--- config.mk ---
export PLATFORM = sky130hd
export DESIGN_NAME = digit_scroller
export DESIGN_NICKNAME = d
export VERILOG_FILES = /design/src/rtl/digit_scroller.sv
export SDC_FILE = /design/constraint.sdc
export NUM_CORES = 1
export LEC_CHECK = 0
export ABC_AREA = 1
export ABC_CLOCK_PERIOD_IN_PS = 8620
export CORE_UTILIZATION = 53
export DETAILED_ROUTE_END_ITERATION = 10
export GPL_TIMING_DRIVEN = 0
export PLACE_DENSITY = 0.84
export SKIP_LAST_GASP = 1
export SYNTH_ARGS = -nofsm -noshare
export SYNTH_HDL_FRONTEND = slang
export SYNTH_HIERARCHICAL = 1
export SYNTH_SLANG_ARGS = --single-unit
--- constraint.sdc ---
create_clock -name clk -period 8.62 [get_ports clk]
set_input_delay 1.724 -clock clk [delete_from_list [all_inputs] [get_ports clk]]
set_output_delay 1.724 -clock clk [all_outputs]
set_load 0.01 [all_outputs]
--- src/rtl/digit_scroller.sv ---
// digit_scroller: marquee window over a fixed digit sequence shown
// on NUM_DISP active-low seven-segment displays (8'hFF = blank).

module seven_segment_driver (
   input  logic [3:0] digit,
   input  logic       blank,
   output logic [7:0] seg
);

   always_comb begin
      seg = 8'hFF;
      if (!blank) begin
         unique case (digit)
            4'd0:    seg = 8'hC0;
            4'd1:    seg = 8'hF9;
            4'd2:    seg = 8'hA4;
            4'd3:    seg = 8'hB0;
            4'd4:    seg = 8'h99;
            4'd5:    seg = 8'h92;
            4'd6:    seg = 8'h82;
            4'd7:    seg = 8'hF8;
            4'd8:    seg = 8'h80;
            4'd9:    seg = 8'h90;
            default: seg = 8'hFF;
         endcase
      end
   end

endmodule

module digit_scroller #(
   parameter int                   NUM_DISP    = 6,
   parameter int                   SEQ_LEN     = 9,
   parameter logic [4*SEQ_LEN-1:0] SEQ         = 36'h876543210,
   parameter int                   TICK_CYCLES = 25000000,
   localparam int                  PW = $clog2(SEQ_LEN + NUM_DISP)
) (
   input  logic                  clk,
   input  logic                  rst_n,
   input  logic [SEQ_LEN-1:0]    SW,
   input  logic                  run,
   input  logic                  dir,
   output logic [8*NUM_DISP-1:0] DISP,
   output logic [PW-1:0]         pos,
   output logic                  wrap
);

   localparam int L  = SEQ_LEN + NUM_DISP;
   localparam int CW = (TICK_CYCLES > 1) ? $clog2(TICK_CYCLES) : 1;
   localparam logic [CW-1:0] CNT_MAX = CW'(TICK_CYCLES - 1);
   localparam logic [PW-1:0] LAST    = PW'(L - 1);

   logic [CW-1:0]         cnt;
   logic                  tick;
   logic [PW-1:0]         sel;
   logic                  blank_all;
   logic [8*NUM_DISP-1:0] seg_all;

   assign tick      = run && (cnt == CNT_MAX);
   assign blank_all = !run && (SW == '0);

   // Lowest set switch wins.
   always_comb begin
      sel = '0;
      for (int i = SEQ_LEN - 1; i >= 0; i--) begin
         if (SW[i]) sel = PW'(i);
      end
   end

   always_ff @(posedge clk or negedge rst_n) begin
      if (!rst_n) begin
         cnt  <= '0;
         pos  <= '0;
         wrap <= 1'b0;
         DISP <= '1;
      end else begin
         wrap <= 1'b0;
         DISP <= seg_all;
         if (run) begin
            cnt <= tick ? '0 : cnt + 1'b1;
            if (tick) begin
               if (!dir) begin
                  pos  <= (pos == LAST) ? '0 : pos + 1'b1;
                  wrap <= (pos == LAST);
               end else begin
                  pos  <= (pos == '0) ? LAST : pos - 1'b1;
                  wrap <= (pos == '0);
               end
            end
         end else begin
            cnt <= '0;
            if (SW != '0) pos <= sel;
         end
      end
   end

   for (genvar k = 0; k < NUM_DISP; k++) begin : gen_disp
      localparam logic [PW:0] OFF  = (PW+1)'(NUM_DISP - 1 - k);
      localparam logic [PW:0] LW   = (PW+1)'(L);
      localparam logic [PW:0] SLW  = (PW+1)'(SEQ_LEN);
      logic [PW:0] sum;
      logic [PW:0] idx;
      logic        in_seq;
      logic [3:0]  digit;

      // Index into the virtual stream, wrapped modulo L.
      assign sum    = {1'b0, pos} + OFF;
      assign idx    = (sum >= LW) ? sum - LW : sum;
      assign in_seq = (idx < SLW);
      assign digit  = in_seq ? 4'(SEQ >> {idx, 2'b00}) : 4'hF;

      seven_segment_driver u_seg (
         .digit (digit),
         .blank (blank_all || !in_seq),
         .seg   (seg_all[8*k +: 8])
      );
   end

endmodule

==> results_dict.tcl, run 1 <==
set metrics [dict create \
    status "completed" \
    min_from "cnt[0]" \
    max_cap_violations 0 \
    viasPerCell 5.07 \
    synth_top_family_by_area "simple AND/OR/NAND/NOR gates" \
    hold_slack_ns 0.554 \
    hold_path_end "cnt[0]" \
    hpwl_mm 8.64 \
    area_delta_synth_final_pct 18.3 \
    dieWidth_um 105 \
    drive_gt1_share_pct 20.0 \
    hold_path_class "register to register" \
    cp_max_fo 10 \
    grt_pass1_vias 4627 \
    synth_cell_type_count 38 \
    io_pins 66 \
    grt_overflow 0 \
    required_ns 8.91 \
    die_h_um 105 \
    numPortBuffers 64 \
    tns_ns 0 \
    nets 900 \
    seq_area_frac_synth_pct 35.5 \
    antenna_found_initial 0 \
    fillers 897 \
    cts_sinks 78 \
    cts_tree "done" \
    crit_type "register to register" \
    ir_drop_mv 0.182 \
    wl_per_cell_um 12.0 \
    drt_iter0_drc 230 \
    initial_utilization_pct 54.8 \
    ant_nets 0 \
    cts_root_buf "clkbuf_8" \
    finalSetupViolations 0 \
    max_freq_mhz 299 \
    endpoint_kind "register" \
    rr_worst_depth 13 \
    dr_total_vias 4950 \
    pwr_density_cell_nw_per_um2 250 \
    grt_use_total_pct 22.5 \
    slew_violations 0 \
    synth_fa_ha_area_share_pct 11.3 \
    cts_made_buffers 9 \
    die_area_um2 11100 \
    p_leak_uw 0.00327 \
    routabilityCongestion 0.882 \
    start_kind "register" \
    htreeDepth 3 \
    slew_headroom_pct 58.6 \
    clock_latency_ns 0.36 \
    dr.pass1.iters 5 \
    cp.arrival_ns 3.64 \
    synthCells 760 \
    syn-cell-area_um2 5660 \
    fp.coreArea_um2 10300 \
    yosys_warnings 6 \
    r2r_end "DISP[11]" \
    r2r_start "pos[3]" \
    fin_skew_ns 0.0112 \
    period_minus_slack_ns 3.35 \
    tightestPinTransition_ns 0.614 \
    holdBufCountCts 0 \
    ctsResizeCount 0 \
    routed_wl_mm 11.7 \
    synth_compound_area_share_pct 5.70 \
    synth_fp_nets 824 \
    finalCritPeriodShare_pct 38.8 \
    clk_path_buf_depth 2 \
    hold_violations 0 \
    grt_max_degree 68 \
    diodes 0 \
    synth.avg_cell_area_um2 7.45 \
    synth_xor_area_share_pct 2.17 \
    synth_seq_cells 78 \
    r2r_setup_slack_ns 5.27 \
    rsz0062_at_grt "no" \
    hold_path_depth 1 \
    drc_errors 0 \
    path_clk_slew_ns 0.09 \
    rows 37 \
    muxShareOfSynthArea_pct 0.177 \
    synthSimpleGateAreaFrac_pct 35.7 \
    cts_setup_buffers 0 \
    grt_pass1_wl_mm 20.4 \
]
-- worst max-delay path, stage by stage (launching register included) --
cell     delay (ns)
dfrtp_1        0.59
ha_1           0.38
inv_1          0.20
ha_1           0.25
nor2_2         0.28
o21ai_0        0.17
nor2_1         0.21
inv_1          0.12
o21ai_0        0.34
inv_1          0.16
ha_1           0.32
nand2_1        0.09
nand3_1        0.08
nand2_1        0.09
-- cell usage after synthesis, drive strengths merged --
cell type	n	area (µm²)
nand2	234	931
inv	115	434
nor2	75	399
nand3	73	380
ha	51	638
dfstp	48	1260
o21ai	35	190
dfrtp	30	751
nor3	30	200
a21oi	16	83.8
xor2	12	105
nand4	11	68.8
buf	9	71.3
conb	6	22.5
a21boi	4	33.8
clkbuf	2	7.51
xnor2	2	17.5
a22o	1	8.76
mux2i	1	10.0
nand3b	1	20.0
nor3b	1	7.51
nor4	1	6.26
o22ai	1	6.26
or2	1	6.26
-- layer usage --
metal,share of wire [%],GRT usage [%],wire [µm],vias up
li1,-,-,-,2534
met1,44,27.7,5210,2277
met2,49,39.6,5770,119
met3,4.7,3.59,551,20
met4,1.8,8.15,210,0
met5,0,0,0,-
-- per-stage QoR --
stage | total power, µW | utilization [%] | cell area, µm² | std cells | setup slack, ns
after floorplan | 1110 | - | 5660 | 760 | 5.81
after global placement | 1380 | 62.7 | 6470 | 960 | 3.20
after detailed placement | 1400 | 62.9 | 6500 | 961 | 5.15
after CTS | 1690 | 64.9 | 6700 | 977 | 5.31
after global routing | 1810 | 64.9 | 6700 | 977 | 4.98
final | 1680 | 64.9 | 6700 | 977 | 5.27
-- sequential cells by signal, indices dropped and copies added, names as in the netlist --
| register | flops |
|---|---|
| cnt | 25 |
| wrap | 1 |
| DISP | 48 |
| pos | 4 |
-- layout by cell type, fill, tap and decap left out, types with 20 or more instances in the layout --
cell type / instances
dfrtp_1: 30
nor2_2: 23
inv_2: 24
nand3_1: 70
nand2_1: 217
nor3_1: 20
o21ai_0: 27
dfstp_2: 48
nor2_1: 44
ha_1: 51
inv_1: 90
clkdlybuf4s50_1: 63
-- worst max-delay path by stage --
stage | from | endpoint | slack, ns | cells past startpoint
global route | pos[3] | DISP[11] | 4.98 | 13
floorplan | pos[2] | DISP[3] | 5.81 | 22
CTS | pos[1] | pos[1] | 5.31 | 1
finish | pos[3] | DISP[11] | 5.27 | 13
global placement | rst_n | pos[2] | 3.20 | 1
detailed placement | SW[3] | DISP[0] | 5.15 | 8
-- cell type report --
cell class,count,area (µm²),share of cell area (%)
clock inverters,5,57.6,0.860
repair buffers,65,666,9.94
clock buffers,11,141,2.11
well taps,136,170,2.54
flip-flops and latches,78,2010,30.1
inverters,115,434,6.48
plain buffers,11,78.8,1.18
multi-input cells,556,3140,46.8
-- cell families (layout without fill, tap and decap cells) --
kind of cell               after synthesis  count (layout)
AOI/OAI and AO/OA                       57              57
xor gates and xnor gates                14              14
adders and majority gates               51              51
buffers and inverters                  126             207
DFF                                     78              78
muxes                                    1               1
other                                    6               6
and+or+nand+nor                        427             427
-- report_power, final --
part | switching [µW] | internal (µW)
Clock | 142 | 142
Sequential | 34.1 | 516
Combinational | 492 | 351
Total | 669 | 1010
Note: power is estimated with default switching activity, not from simulation.
==> run 2: changes to the inputs <==
- ABC_CLOCK_PERIOD_IN_PS: 8620 -> 3200
- clock period: 8.62 -> 3.2 ns (I/O delays scaled with it)
==> results_dict.tcl, run 2 (synthesis results as in run 1) <==
set metrics [dict create \
    finalCritPeriodShare_pct 92.7 \
    endpoint_kind "register" \
    p_leak_uw 0.00328 \
    initial_utilization_pct 54.8 \
    required_ns 3.50 \
    pwr_density_cell_nw_per_um2 674 \
    largest_register_ffs 48 \
    htreeDepth 3 \
    switchingPower_uw 1820 \
    power.internal_uw 2740 \
    hold_violations 0 \
    pwr-share-clk_pct 16.9 \
    cp.arrival_ns 3.26 \
    grt.busiest_layer "met2" \
    crit_chain "buf_4 > inv_4 > ha_1 > nand2_2 > nand2_1 > nand2_1 > nand2_1 > inv_1 > nor3_1 > ha_2 > nor2_2 > nor3_1 > o21ai_1 > nand2_2 > inv_2 > nand2_1 > nand2_1 > inv_2 > inv_1 > ha_1 > nand2_1 > nand3_1 > nand2_1" \
    placed_cell_area_um2 6500 \
    cts_tree "done" \
    diodes 0 \
    clk_path_buf_depth 2 \
    slew_violations 0 \
    dr.pass1.iters 5 \
    area_delta_synth_final_pct 19.4 \
    drt_iter0_drc 221 \
    multi_input_area_um2 3160 \
    grt_overflow 0 \
    grt_max_degree 68 \
    top_regs "DISP x48, cnt x25, pos x4" \
    ant_nets 0 \
    crit_type "register to register" \
    grt_pass1_wl_mm 20.4 \
    fin_skew_ns 0.0101 \
    final_area_um2 6760 \
    regMostFlops "DISP" \
    ir_drop_mv 0.493 \
    slowest_stage "dfrtp_2" \
    period_minus_slack_ns 2.97 \
    tightestPinTransition_ns 0.606 \
    cp_max_fo 11 \
    io_pins 66 \
    p_sw_share_pct 39.9 \
    grtUsageMet1_pct 27.7 \
    mostFrequentLayoutCell "nand2_1" \
    viasPerCell 5.05 \
    fp.coreArea_um2 10300 \
    hold_path_class "input pin to async pin" \
    grtUsageMet3_pct 3.59 \
    utilization_pct 65.4 \
    hold_slack_ns 0.110 \
    crit_top_cell "nand2_1" \
    rows 37 \
    die_h_um 105 \
    cts_made_buffers 9 \
    routabilityCongestion 0.882 \
    numPortBuffers 64 \
    slowest_delay_ns 0.44 \
    start_kind "register" \
    drc_errors 0 \
    path_clk_slew_ns 0.09 \
    dr_total_vias 4949 \
    final_cell_mix "nand2_1 (217), inv_1 (88), nand3_1 (70)" \
    holdBufCountCts 0 \
    status "completed" \
    regArea_um2 2020 \
    wl_per_cell_um 12.0 \
    fillers 879 \
    cts_sinks 78 \
    finalSetupViolations 0 \
    die_area_um2 11100 \
    hpwl_mm 8.64 \
    antenna_found_initial 0 \
    p_comb_share_pct 50.6 \
    max_cap_violations 0 \
    slew_headroom_pct 59.2 \
    dieWidth_um 105 \
    cts_root_buf "clkbuf_8" \
    routed_wl_mm 11.8 \
    grt_use_total_pct 22.5 \
    met2_usage_pct 39.6 \
    clock_latency_ns 0.36 \
    drive_gt1_share_pct 21.7 \
    rsz0062_at_grt "yes" \
    power_frac_seq_pct 32.5 \
    nets 903 \
    grt_pass1_vias 4627 \
    max_freq_mhz 337 \
]
-- run 2: path summary, 6_finish.rpt --
path / from / slack [ns] / end / cells after the start
max reg2reg: pos[2] / 0.23 / DISP[3] / 23
max in group asynchronous: rst_n / 2.48 / DISP[11] / 2
min reg2reg: cnt[0] / 0.55 / cnt[0] / 1
min in group clk: cnt[0] / 0.55 / cnt[0] / 1
min: rst_n / 0.11 / cnt[12] / 1
max: pos[2] / 0.23 / DISP[3] / 23
-- run 2: routing by layer --
metal,share of wire (%),vias up
li1,-,2538
met1,45,2286
met2,49,101
met3,4.0,24
met4,1.9,0
met5,0,-
-- run 2: layout make-up --
class | count | area share [%]
plain buffers | 11 | 1.17
clock buffers | 11 | 2.09
flip-flops and latches | 78 | 29.9
well taps | 136 | 2.52
inverters | 115 | 6.43
multi-input cells | 556 | 46.7
clock inverters | 5 | 0.852
repair buffers | 68 | 10.4
-- run 2: critical path: cells and delay by family, from the launching register on --
| family | cells | cell delay, ns |
|---|---|---|
| simple gates | 13 | 1.14 |
| fa+ha+maj | 3 | 0.67 |
| buf+inv | 6 | 0.58 |
| flops | 1 | 0.44 |
| compound gates | 1 | 0.09 |
-- run 2: metrics by stage --
stage          setup TNS (ns)  power, µW  instances  worst slack [ns]
6_report                    0       4550        980             0.232
5_1_grt               -0.0661       4920        980           -0.0653
4_1_cts                     0       4550        977            0.0579
3_5_place_dp          -0.0466       3760        961           -0.0466
3_3_place_gp           -46.46       3710        960             -1.14
2_1_floorplan               0       2980        760             0.385
-- run 2: power by group through the flow --
stage | clock network [µW] | registers, µW | logic [µW]
after floorplan | 0 | 1630 | 1350
final | 767 | 1480 | 2300
after CTS | 783 | 1490 | 2280
after global placement | 0 | 1500 | 2210
after global routing | 823 | 1510 | 2590
after detailed placement | 0 | 1500 | 2260
-- run 2: what timing repair did --
item	CTS	global route
pin swaps	0	0
resized for setup	2	12
setup buffers	0	3
setup endpoints to repair	3	30
==> run 3: changes to the inputs <==
- CELL_PAD_IN_SITES_DETAIL_PLACEMENT: unset -> 1
- CELL_PAD_IN_SITES_GLOBAL_PLACEMENT: unset -> 1
- CORE_ASPECT_RATIO: unset -> 1.4
- CORE_UTILIZATION: 53 -> 42
- PLACE_DENSITY: 0.84 -> 0.89
==> results_dict.tcl, run 3 (synthesis results as in run 1) <==
set metrics [dict create \
    critPathLaunch "pos[1]" \
    utilization_pct 53.1 \
    drc_errors 0 \
    regMostFlops "DISP" \
    area_delta_synth_final_pct 22.0 \
    rsz0062_at_grt "yes" \
    htreeDepth 3 \
    die_h_um 139 \
    p_leak_uw 0.00331 \
    slew_violations 0 \
    max_cap_violations 0 \
    dr_total_vias 5305 \
    cts_made_buffers 9 \
    drt_iter0_drc 133 \
    r2r_start "pos[1]" \
    hold_violations 0 \
    dieWidth_um 100 \
    path_clk_slew_ns 0.06 \
    final_cell_mix "nand2_1 (215), inv_1 (89), nand3_1 (70)" \
    tns_ns 0 \
    ant_nets 0 \
    largest_register_ffs 48 \
    grt_pass1_wl_mm 26.7 \
    finalCritPeriodShare_pct 94.6 \
    start_kind "register" \
    grt_max_degree 41 \
    viasPerCell 5.20 \
    finalPower_uw 4950 \
    die_area_um2 14000 \
    switchingPower_uw 2010 \
    pwr_density_cell_nw_per_um2 717 \
    nets 901 \
    pwr-share-clk_pct 20.8 \
    routed_wl_mm 16.1 \
    antenna_found_initial 0 \
    cts_root_buf "clkbuf_16" \
    endpoint_kind "register" \
    cts_sinks 78 \
    power.internal_uw 2940 \
    max_freq_mhz 330 \
    finalSetupViolations 0 \
    required_ns 3.48 \
    crit_type "register to register" \
    r2r_setup_slack_ns 0.17 \
    slew_headroom_pct 54.2 \
    rows 49 \
    holdBufCountCts 0 \
    fin_skew_ns 0.00716 \
    clk_path_buf_depth 2 \
    tightestPinTransition_ns 0.679 \
    r2r_end "DISP[3]" \
    cts_tree "done" \
    top_regs "DISP x48, cnt x25, pos x4" \
    fillers 1640 \
    dr.pass1.iters 4 \
    drive_gt1_share_pct 22.1 \
    ir_drop_mv 0.375 \
    io_pins 66 \
    initial_utilization_pct 43.6 \
    grt_pass1_vias 5719 \
    mostFrequentLayoutCell "nand2_1" \
    status "completed" \
    fp.coreArea_um2 13000 \
    numPortBuffers 64 \
    wl_per_cell_um 15.8 \
    p_comb_share_pct 49.1 \
    diodes 0 \
    hold_slack_ns 0.269 \
    hold_path_class "input pin to async pin" \
    grt_overflow 0 \
    hpwl_mm 12.1 \
    period_minus_slack_ns 3.03 \
    routabilityCongestion 0.879 \
    cp.arrival_ns 3.31 \
    rr_worst_depth 16 \
    endpoint "DISP[3]" \
    p_sw_share_pct 40.7 \
    grt_use_total_pct 24.1 \
    power_frac_seq_pct 30.0 \
    cp_max_fo 10 \
    clock_latency_ns 0.34 \
]
run 3: routing by layer:
metal | wire length, µm | part of all wire (%) | global-route usage (%)
met3 | 390 | 2.4 | 3.52
met1 | 6090 | 38 | 25.0
met2 | 9020 | 56 | 46.3
met5 | 0 | 0 | 0
met4 | 630 | 3.9 | 12.1
run 3: critical path: stages, from the launching register on:
cell and delay [ns]:
dfrtp_2 0.52, ha_1 0.34, nand2_1 0.14, ha_1 0.26, ha_2 0.21, nor2_2 0.23, nand2_2 0.15, nand2_1 0.12
o21ai_2 0.08, nand3_2 0.10, nand2_2 0.06, nand2_1 0.12, inv_1 0.11, ha_1 0.30, nand2_1 0.08, nand3_1 0.09
nand2_1 0.07
run 3: repair_timing:
item,in CTS,in global routing
resized for setup,7,13
setup buffers,0,1
hold endpoints to repair,0,0
setup endpoints to repair,13,34
gates cloned,0,0
run 3: worst min-delay path by stage:
stage                 from      end  slack [ns]  cells after the start
floorplan            rst_n   cnt[0]        0.34                      0
global placement    cnt[0]   cnt[0]        0.54                      1
detailed placement  cnt[4]   cnt[4]        0.56                      2
CTS                  rst_n  cnt[11]        0.28                      1
global route         rst_n   cnt[0]        0.30                      1
finish               rst_n   cnt[0]        0.27                      1
run 3: power by group through the flow:
stage / Sequential (µW) / Combinational (µW) / Clock [µW]
after floorplan: 1630 / 1350 / 0
after detailed placement: 1510 / 2390 / 0
after global placement: 1490 / 2240 / 0
after global routing: 1510 / 2720 / 1090
after CTS: 1500 / 2420 / 1040
final: 1490 / 2430 / 1030
run 3: area by class of cell:
cell class / instances / area, µm² / share of cell area, %
Sequential cell: 78 / 2020 / 29.2
Tap cell: 178 / 223 / 3.23
Clock inverter: 5 / 38.8 / 0.562
Buffer: 11 / 78.8 / 1.14
Inverter: 115 / 434 / 6.29
Clock buffer: 11 / 254 / 3.68
Multi-Input combinational cell: 556 / 3190 / 46.2
Timing Repair Buffer: 66 / 666 / 9.64
run 3: metrics by stage:
| step | setup slack [ns] | cell area [µm²] | std cells |
|---|---|---|---|
| after detailed placement | -0.236 | 6540 | 1003 |
| after global routing | -0.0372 | 6900 | 1020 |
| after global placement | -1.13 | 6520 | 1002 |
| after CTS | 0.0121 | 6850 | 1019 |
| after floorplan | 0.385 | 5660 | 760 |
| final | 0.173 | 6900 | 1020 |
